--- config.mk ---
export PLATFORM = sky130hd
export DESIGN_NAME = line_window_ctrl_flat
export DESIGN_NICKNAME = d
export VERILOG_FILES = /design/src/rtl/line_buf_pkg.sv /design/src/rtl/line_window_ctrl_if.sv /design/src/rtl/edge_det.sv /design/src/rtl/line_window_ctrl.sv /design/src/flat_wrapper.sv
export SDC_FILE = /design/constraint.sdc
export NUM_CORES = 1
export LEC_CHECK = 0
export BUFFER_PORTS_ARGS = -buffer_cell sky130_fd_sc_hd__clkbuf_2
export CORE_UTILIZATION = 53
export DETAILED_ROUTE_END_ITERATION = 8
export GPL_TIMING_DRIVEN = 0
export PLACE_DENSITY = 0.88
export SETUP_SLACK_MARGIN = 0.15
export SYNTH_ARGS = -nofsm -noshare
export SYNTH_HDL_FRONTEND = slang
export SYNTH_SLANG_ARGS = --single-unit
--- constraint.sdc ---
create_clock -name clock -period 2.9 [get_ports clock]
set_input_delay 0.58 -clock clock [delete_from_list [all_inputs] [get_ports clock]]
set_output_delay 0.58 -clock clock [all_outputs]
set_load 0.05 [all_outputs]
--- src/rtl/line_buf_pkg.sv ---
// Shared definitions for the line-buffer / 3x3 window front end.
//   COL_W_DEF   : default column counter width (line up to 2**COL_W_DEF pixels)
//   ROW_W_DEF   : default row counter width
//   WIN_LAT_DEF : accepted pixel -> win_valid latency (RAM read + matrix register)
//   lw_state_t  : frame/line sequencer states
package line_buf_pkg;

    localparam int unsigned COL_W_DEF   = 10;
    localparam int unsigned ROW_W_DEF   = 11;
    localparam int unsigned WIN_LAT_DEF = 2;

    typedef enum logic [1:0] {
        ST_IDLE      = 2'd0,
        ST_WAIT_LINE = 2'd1,
        ST_ACTIVE    = 2'd2,
        ST_HBLANK    = 2'd3
    } lw_state_t;

endpackage

--- src/rtl/line_window_ctrl_if.sv ---
// Camera timing in / line-buffer control and window status out.
//   master : camera/timing source side (drives per_frame_*)
//   slave  : line_window_ctrl side (drives lb_*, counters and window flags)
interface line_window_ctrl_if
    import line_buf_pkg::*;
#(
    parameter int unsigned COL_W = COL_W_DEF,
    parameter int unsigned ROW_W = ROW_W_DEF
);

    logic             per_frame_vsync;
    logic             per_frame_href;
    logic             per_frame_clken;
    logic             lb_href;
    logic             lb_clken;
    logic [COL_W-1:0] col_cnt;
    logic [ROW_W-1:0] row_cnt;
    logic             win_valid;
    logic             win_border;
    logic [COL_W:0]   line_width;
    logic             width_err;
    logic             frame_done;

    modport master (
        output per_frame_vsync, per_frame_href, per_frame_clken,
        input  lb_href, lb_clken, col_cnt, row_cnt, win_valid, win_border,
               line_width, width_err, frame_done
    );

    modport slave (
        input  per_frame_vsync, per_frame_href, per_frame_clken,
        output lb_href, lb_clken, col_cnt, row_cnt, win_valid, win_border,
               line_width, width_err, frame_done
    );

endinterface

--- src/rtl/edge_det.sv ---
// Single-bit edge detector.
//   clock, rst : clock and synchronous active-high reset
//   d          : level input
//   rise, fall : single-cycle pulses, combinational from d against its registered copy
module edge_det (
    input  logic clock,
    input  logic rst,
    input  logic d,
    output logic rise,
    output logic fall
);

    logic d_q;

    always_ff @(posedge clock) begin
        if (rst) d_q <= 1'b0;
        else     d_q <= d;
    end

    assign rise = d & ~d_q;
    assign fall = ~d & d_q;

endmodule

--- src/rtl/line_window_ctrl.sv ---
// Frame/line sequencer for the 2-line shift RAM + 3x3 window datapath.
//   clock, rst : clock and synchronous active-high reset
//   bus        : slave side of line_window_ctrl_if
//                in : per_frame_vsync/href/clken (camera timing)
//                out: lb_href/lb_clken (gated RAM controls, zero latency),
//                     col_cnt/row_cnt (position of last accepted pixel),
//                     win_valid/win_border (WIN_LAT aligned window flags),
//                     line_width/width_err/frame_done (line/frame status)
// Interface COL_W/ROW_W must match the module parameters.
module line_window_ctrl
    import line_buf_pkg::*;
#(
    parameter int unsigned COL_W   = COL_W_DEF,
    parameter int unsigned ROW_W   = ROW_W_DEF,
    parameter int unsigned WIN_LAT = WIN_LAT_DEF
) (
    input logic               clock,
    input logic               rst,
    line_window_ctrl_if.slave bus
);

    // px == PX_FULL means the line has already filled the RAM depth
    localparam logic [COL_W:0] PX_FULL = {1'b1, {COL_W{1'b0}}};

    lw_state_t          state;
    logic               vs_rise, vs_fall, hr_rise, hr_fall;
    logic               in_frame, lb_href, lb_clken;
    logic               line_end, line_has_px, px_ovf, qual, edge_px, closing;
    logic [COL_W:0]     px;          // pixels accepted so far in this line
    logic [COL_W-1:0]   col_q;
    logic [ROW_W-1:0]   row_q;
    logic [COL_W:0]     width_q;
    logic [COL_W:0]     ref_w;
    logic               ref_ok;
    logic               err_q;
    logic [ROW_W-1:0]   rows_tot;    // line count of previous frame
    logic               rows_ok;
    logic               done_q;
    logic [WIN_LAT-1:0] v_sr, b_sr;

    edge_det u_vs_edge (
        .clock (clock),
        .rst   (rst),
        .d     (bus.per_frame_vsync),
        .rise  (vs_rise),
        .fall  (vs_fall)
    );

    edge_det u_hr_edge (
        .clock (clock),
        .rst   (rst),
        .d     (bus.per_frame_href),
        .rise  (hr_rise),
        .fall  (hr_fall)
    );

    assign in_frame    = (state != ST_IDLE);
    assign lb_href     = bus.per_frame_href & in_frame;
    assign lb_clken    = bus.per_frame_clken & lb_href;

    assign line_end    = hr_fall & in_frame;
    assign line_has_px = (px != '0);
    assign closing     = line_end & line_has_px;
    assign px_ovf      = lb_clken & (px == PX_FULL);

    // px is the column of the pixel on the bus this cycle
    assign qual    = lb_clken & (row_q >= ROW_W'(2)) & (px >= (COL_W+1)'(2));
    assign edge_px = lb_clken & ((row_q == '0) | (px == '0)
                   | (ref_ok  & (px == ref_w - 1'b1))
                   | (rows_ok & (row_q == rows_tot - 1'b1)));

    always_ff @(posedge clock) begin
        if (rst) begin
            state    <= ST_IDLE;
            px       <= '0;
            col_q    <= '0;
            row_q    <= '0;
            width_q  <= '0;
            ref_w    <= '0;
            ref_ok   <= 1'b0;
            err_q    <= 1'b0;
            rows_tot <= '0;
            rows_ok  <= 1'b0;
            done_q   <= 1'b0;
            v_sr     <= '0;
            b_sr     <= '0;
        end else begin
            done_q  <= 1'b0;

            // Window flags are delayed per clock, independent of clken.
            v_sr[0] <= qual;
            b_sr[0] <= edge_px;
            for (int unsigned i = 1; i < WIN_LAT; i++) begin
                v_sr[i] <= v_sr[i-1];
                b_sr[i] <= b_sr[i-1];
            end

            if (lb_clken) begin
                if (px_ovf) begin
                    err_q <= 1'b1;
                end else begin
                    col_q <= px[COL_W-1:0];
                    px    <= px + 1'b1;
                end
            end

            if (line_end) begin
                px    <= '0;
                col_q <= '0;
                if (line_has_px) begin
                    row_q   <= row_q + 1'b1;
                    width_q <= px;
                    if (!ref_ok) begin
                        ref_w  <= px;
                        ref_ok <= 1'b1;
                    end else if (px != ref_w) begin
                        err_q <= 1'b1;
                    end
                end
            end

            case (state)
                ST_IDLE: begin
                    if (vs_fall) begin
                        state  <= ST_WAIT_LINE;
                        px     <= '0;
                        col_q  <= '0;
                        row_q  <= '0;
                        err_q  <= 1'b0;
                        ref_ok <= 1'b0;
                    end
                end
                ST_WAIT_LINE, ST_ACTIVE, ST_HBLANK: begin
                    // A line closing on the vsync rise still counts toward the frame.
                    if (vs_rise) begin
                        state <= ST_IDLE;
                        if ((row_q != '0) || closing) begin
                            done_q   <= 1'b1;
                            rows_tot <= row_q + ROW_W'(closing);
                            rows_ok  <= 1'b1;
                        end
                    end else if (hr_rise) begin
                        state <= ST_ACTIVE;
                    end else if (hr_fall) begin
                        state <= ST_HBLANK;
                    end
                end
                default: state <= ST_IDLE;
            endcase
        end
    end

    assign bus.lb_href    = lb_href;
    assign bus.lb_clken   = lb_clken;
    assign bus.col_cnt    = col_q;
    assign bus.row_cnt    = row_q;
    assign bus.win_valid  = v_sr[WIN_LAT-1];
    assign bus.win_border = b_sr[WIN_LAT-1];
    assign bus.line_width = width_q;
    assign bus.width_err  = err_q;
    assign bus.frame_done = done_q;

endmodule

--- src/flat_wrapper.sv ---
// flat-port wrapper written by rule: the top's interface ports become plain ports
module line_window_ctrl_flat import line_buf_pkg::*;
#(
    parameter int unsigned COL_W   = COL_W_DEF,
    parameter int unsigned ROW_W   = ROW_W_DEF,
    parameter int unsigned WIN_LAT = WIN_LAT_DEF
)
  (clock, rst, bus_per_frame_vsync, bus_per_frame_href, bus_per_frame_clken, bus_lb_href, bus_lb_clken, bus_col_cnt, bus_row_cnt, bus_win_valid, bus_win_border, bus_line_width, bus_width_err, bus_frame_done);
  line_window_ctrl_if #(.COL_W(COL_W), .ROW_W(ROW_W)) bus_i ();
  input logic clock;
  input logic rst;
  input wire logic [$bits(bus_i.per_frame_vsync)-1:0] bus_per_frame_vsync;
  input wire logic [$bits(bus_i.per_frame_href)-1:0] bus_per_frame_href;
  input wire logic [$bits(bus_i.per_frame_clken)-1:0] bus_per_frame_clken;
  output wire logic [$bits(bus_i.lb_href)-1:0] bus_lb_href;
  output wire logic [$bits(bus_i.lb_clken)-1:0] bus_lb_clken;
  output wire logic [$bits(bus_i.col_cnt)-1:0] bus_col_cnt;
  output wire logic [$bits(bus_i.row_cnt)-1:0] bus_row_cnt;
  output wire logic [$bits(bus_i.win_valid)-1:0] bus_win_valid;
  output wire logic [$bits(bus_i.win_border)-1:0] bus_win_border;
  output wire logic [$bits(bus_i.line_width)-1:0] bus_line_width;
  output wire logic [$bits(bus_i.width_err)-1:0] bus_width_err;
  output wire logic [$bits(bus_i.frame_done)-1:0] bus_frame_done;
  assign bus_i.per_frame_vsync = bus_per_frame_vsync;
  assign bus_i.per_frame_href = bus_per_frame_href;
  assign bus_i.per_frame_clken = bus_per_frame_clken;
  assign bus_lb_href = bus_i.lb_href;
  assign bus_lb_clken = bus_i.lb_clken;
  assign bus_col_cnt = bus_i.col_cnt;
  assign bus_row_cnt = bus_i.row_cnt;
  assign bus_win_valid = bus_i.win_valid;
  assign bus_win_border = bus_i.win_border;
  assign bus_line_width = bus_i.line_width;
  assign bus_width_err = bus_i.width_err;
  assign bus_frame_done = bus_i.frame_done;
  line_window_ctrl #(.COL_W(COL_W), .ROW_W(ROW_W), .WIN_LAT(WIN_LAT)) u_core (.clock(clock), .rst(rst), .bus(bus_i));
endmodule
Word level (Yosys, flattened, before mapping):

Index checks and enable logic that the tools add are counted.

* add/sub/neg operators: 5
* order comparisons: 2
* eq/ne operators: 9
* muxes and demuxes: 32
* bitwise logic cells: 24
* reductions and logical operators: 13

Operators by type and width (count)
* $mux W11: 9
* $mux W10: 5
* $add A11 B1 Y11 const B: 2
* $eq A11 B11 Y1: 2
* $ge A11 B2 Y1 const B: 2
* $logic_not A11 Y1: 2
* $reduce_bool A11 Y1: 2
* $sub A11 B1 Y11 const B: 2
* $and A1 B1 Y1: 14
* $mux W1: 13
* $add A11 B1 Y11: 1
* $eq A11 B11 Y1 const B: 1
* $ne A11 B11 Y1: 1
* $mux W2: 4
* $not A1 Y1: 7
* $reduce_and A3 Y1: 2
* $reduce_or A3 Y1: 2
* $eq A2 B2 Y1 const B: 2
* $ne A4 B2 Y1 const B: 1
* $pmux W2 S2: 1
* $reduce_and A2 Y1: 2
* $or A1 B1 Y1: 3
* $eq A2 B1 Y1 const B: 1
* $logic_not A2 Y1: 1
* 3 further kinds: 3

* flip-flop bits (word level): 77
* input bits: 5
* output and inout port bits: 38

Depth between registers and ports, before layout:

* depth after elaboration: 12
* gate-level depth with buffers: 12

Hierarchy:

From an unflattened synthesis, not the netlist that was laid out.

* cells, all modules: 463
* area total of the unflattened synthesis: 4055.1 sq um

Modules (own cells, without submodules)
* line_window_ctrl: times used 1, cells an instance 455, area each 3977.6 sq um, sequential area each 1501.4 sq um
* edge_det: times used 2, cells an instance 4, area each 38.8 sq um, sequential area each 20.0 sq um

Worst setup path before layout:

No wires, ideal clock.

* kind: register to register
* start: register u_core.px[1]
* end: register u_core.rows_tot[10]
* library setup time: 91 ps
* data arrival time: 2771 ps
* data required time: 2809 ps
* path slack: 38 ps
* cell stages (with the launch flop): 13
* path buffers: 3
* period minus slack after synthesis: 2862 ps
* cells stage by stage: dfxtp_1 clkbuf_1 inv_1 ha_1 a41o_1 buf_6 inv_2 clkbuf_1 ha_1 ha_1 nand3_1 or3_1 a311oi_1

* longest elaborated chain between the ends: 4
* elaborated cells on any way between the ends: 5
* those cells by class: add/sub (1); bitwise (1); reduce/logical (3)

Ends and longest elaborated chain
* start, declared: line line_window_ctrl.sv:29 `logic [COL_W:0] px;`
* start signal, assigned: line line_window_ctrl.sv:103 `px <= px + 1'b1;`
* $reduce_bool A11 Y1 (*): line line_window_ctrl.sv:62 `assign line_has_px = (px != '0);`
* $and A1 B1 Y1 (*): line line_window_ctrl.sv:63 `assign closing = line_end & line_has_px;`
* via u_core.closing: line line_window_ctrl.sv:28 `logic line_end, line_has_px, px_ovf, qual, edge_px, closing;`
* parallel branches: the longest is 2 deep, another holds $add A11 B1 Y11
* end signal, assigned: line line_window_ctrl.sv:139 `rows_tot <= row_q + ROW_W'(closing);`
* end, declared: line line_window_ctrl.sv:36 `logic [ROW_W-1:0] rows_tot;`

Mark *: on every way through the listed nets, which the timed path passes.
A chain may end at the register's enable or synchronous reset.

Worst setup path in the final report:

Same ends and word-level chain as after synthesis.

==> results.cfg <==
[cts]
clock_path_buffers = 2
clkTransAtPathRegs_ns = 0.10
cts.sinks = 77
htreeDepth = 3
cts_tree = yes
cts_setup_buffers = 0
cts_buffers = 9
clock-root-buffer = clkbuf_8
cts_hold_buf = 0
clk_latency_ns = 0.37

[sta]
report.final.slew_viol_count = 0
tightest_slew_ns = 0.641
skew_ns = 0.0152
finalSetupViolations = 0
whs_ns = 0.447
hold_viol = 0
slew_headroom_pct = 57.1
period_minus_slack_ns = 2.63
fin_crit_sh_pct = 90.6
rsz0062_at_grt = no
clock.fmax_mhz = 381

[synth]
ys_seq_elements = 77
synthesis.area_um2 = 3980
ys_types = 48
syn-num-nets = 506
synth-edff-count = 0
yosys_warnings = 0
synth-async-reset-ratio_pct = 0
netlist_instances = 489
ys.flop_type = dfxtp_1
seq_area_frac_synth_pct = 38.8
synth.avg_cell_area_um2 = 8.13

[die]
num_rows = 31
start_util_pct = 54.8
io_pins = 43
fp.dieH_um = 88.6
design.core.area_um2 = 7250
dieArea_um2 = 7850
die_w_um = 88.6

[cells_and_area]
syn2layout_area_growth_pct = 15.2
fin_nets = 558
fillers = 601
drive_gt1_share_pct = 15.6
diodes = 0

[drt]
totalWireLength_um = 9900
vias = 3751
routedWlPerCell_um = 15.3
drtAntennaViolNets = 0
dr.pass1.iters = 5
routed_via_density = 5.82
remaining_drc_errors = 0
drt-initial-drc-count = 252

[worst_setup_path]
end_kind = register
cp_data_arrival_time_ns = 2.90
worstSetupPathType = reg -> reg
crit_required_ns = 3.17
crit_fanout = 10
start_kind = register

[global_routing]
antenna_found_initial = 0
grt_pass1_wl_um = 16500
grt_start_max_net_pins = 16
grt_pass1_vias = 3452
track_usage_pct = 27.4
gr-total-overflow = 0

[outcome]
outcome = finished, final reports clean

[power_and_ir_drop]
ir_worst_vdd_mv = 0.266
total_power_mw = 1.97
power.leakage_nw = 1.84
pwr_density_cell_nw_per_um2 = 430

[flow_run]
cap_violations = 0

[placed_design]
hpwl_um = 6950
port_buffers = 41
place.gp.congestion = 0.902

[min_path]
hold_class = reg -> reg
==> worst max-delay path: stages, from the launching register on <==
cell	delay (ns)
dfxtp_4	0.39
clkbuf_8	0.18
inv_1	0.07
ha_1	0.18
a41o_1	0.23
buf_6	0.14
inv_4	0.09
clkbuf_8	0.18
ha_4	0.15
ha_4	0.16
nand3_2	0.12
or3_1	0.39
a311oi_1	0.25
==> cells by family after synthesis <==
family                     Yosys count  share of synthesized area (%)
and+or+nand+nor                    193                           23.3
AOI/OAI and AO/OA                   84                           12.8
DFF                                 77                           38.8
buffers and inverters               56                           6.11
xor gates and xnor gates            54                           11.9
muxes                               13                           3.27
adders and majority gates           12                           3.78
==> final timing paths <==
check | end | depth (start not counted) | startpoint | slack, ns
max | u_core.rows_tot[10] | 12 | u_core.px[1] | 0.27
min reg2reg | u_core.b_sr[1] | 1 | u_core.b_sr[0] | 0.45
max reg2reg | u_core.rows_tot[10] | 12 | u_core.px[1] | 0.27
min | u_core.b_sr[1] | 1 | u_core.b_sr[0] | 0.45
==> power by group <==
group	internal, mW	total, mW	switching (mW)
combinational	0.0123	0.0479	0.0356
sequential	1.06	1.06	0.00234
clock	0.409	0.860	0.450
total	1.48	1.97	0.488
==> cell type report <==
cell class | count | area (µm²) | area share (%)
tap | 99 | 124 | 2.71
timing repair buffer | 41 | 205 | 4.48
inverter | 17 | 66.3 | 1.45
clock inverter | 7 | 81.3 | 1.78
sequential | 77 | 1550 | 33.8
clock buffer | 9 | 124 | 2.71
multi-input combinational | 356 | 2230 | 48.6
buffer | 39 | 205 | 4.48
==> layout by cell type (no fill, tap or decap), types with 16 or more instances in the layout <==
cell type,synthesis,layout
o21ai_0,17,17
dfxtp_1,77,75
inv_1,16,16
xor2_1,34,34
clkbuf_2,1,42
xnor2_1,20,20
nand2_1,46,46
a21oi_1,38,38
clkbuf_1,26,24
nor2_1,64,64
==> state kept, by name, indices dropped and copies added, names as in the netlist, 2 cells and up <==
name,cells
u_core.state,2
u_core.b_sr,2
u_core.bus.line_width,11
u_core.px,11
u_core.v_sr,2
u_core.bus.col_cnt,10
u_core.ref_w,11
u_core.bus.row_cnt,11
u_core.rows_tot,11
==> per-stage QoR <==
step                utilization, %  cells  worst slack (ns)  instance area, µm²  setup TNS (ns)
global placement              59.4    629            -0.179                4310          -0.315
CTS                           62.8    645             0.173                4560               0
finish                        63.1    645             0.274                4580               0
global route                  63.1    645             0.153                4580               0
detailed placement            59.4    629            -0.240                4310          -0.423
floorplan                        -    489             0.220                3980               0
==> what timing repair did <==
item,4_1_cts,5_1_grt
setup endpoints to repair,7,5
resized for setup,12,4
endpoints found under the hold margin,0,0
==> Yosys cell counts, types with 2 or more instances <==
cell	count	area (µm²)
a2111oi_0	2	17.5
a211o_1	2	17.5
a211oi_1	8	60.1
a21oi_1	38	190
a311oi_1	2	17.5
a31oi_1	3	18.8
a41o_1	2	20.0
and3_1	6	37.5
buf_1	2	7.51
buf_2	7	35.0
buf_6	3	33.8
clkbuf_1	26	97.6
dfxtp_1	77	1540
ha_1	12	150
inv_1	16	60.1
mux2i_1	13	130
nand2_1	46	173
nand3_1	14	70.1
nand3b_1	2	15.0
nand4_1	11	68.8
nor2_1	64	240
nor2b_1	6	37.5
nor3_1	15	75.1
nor3b_1	2	15.0
nor4_1	8	50.1
nor4b_1	4	35.0
o21a_1	2	15.0
o21ai_0	17	85.1
or2_2	4	25.0
or3_1	5	31.3
xnor2_1	20	175
xor2_1	34	298
==> layer usage <==
layer / vias to the layer above / part of all wire, % / global-route usage (%)
li1: 1779 / - / -
met1: 1736 / 44 / 36.9
met2: 207 / 45 / 42.8
met3: 29 / 8.4 / 5.32
met4: 0 / 2.8 / 12.2
met5: - / 0 / 0
Power figures use the tool's default switching activity.
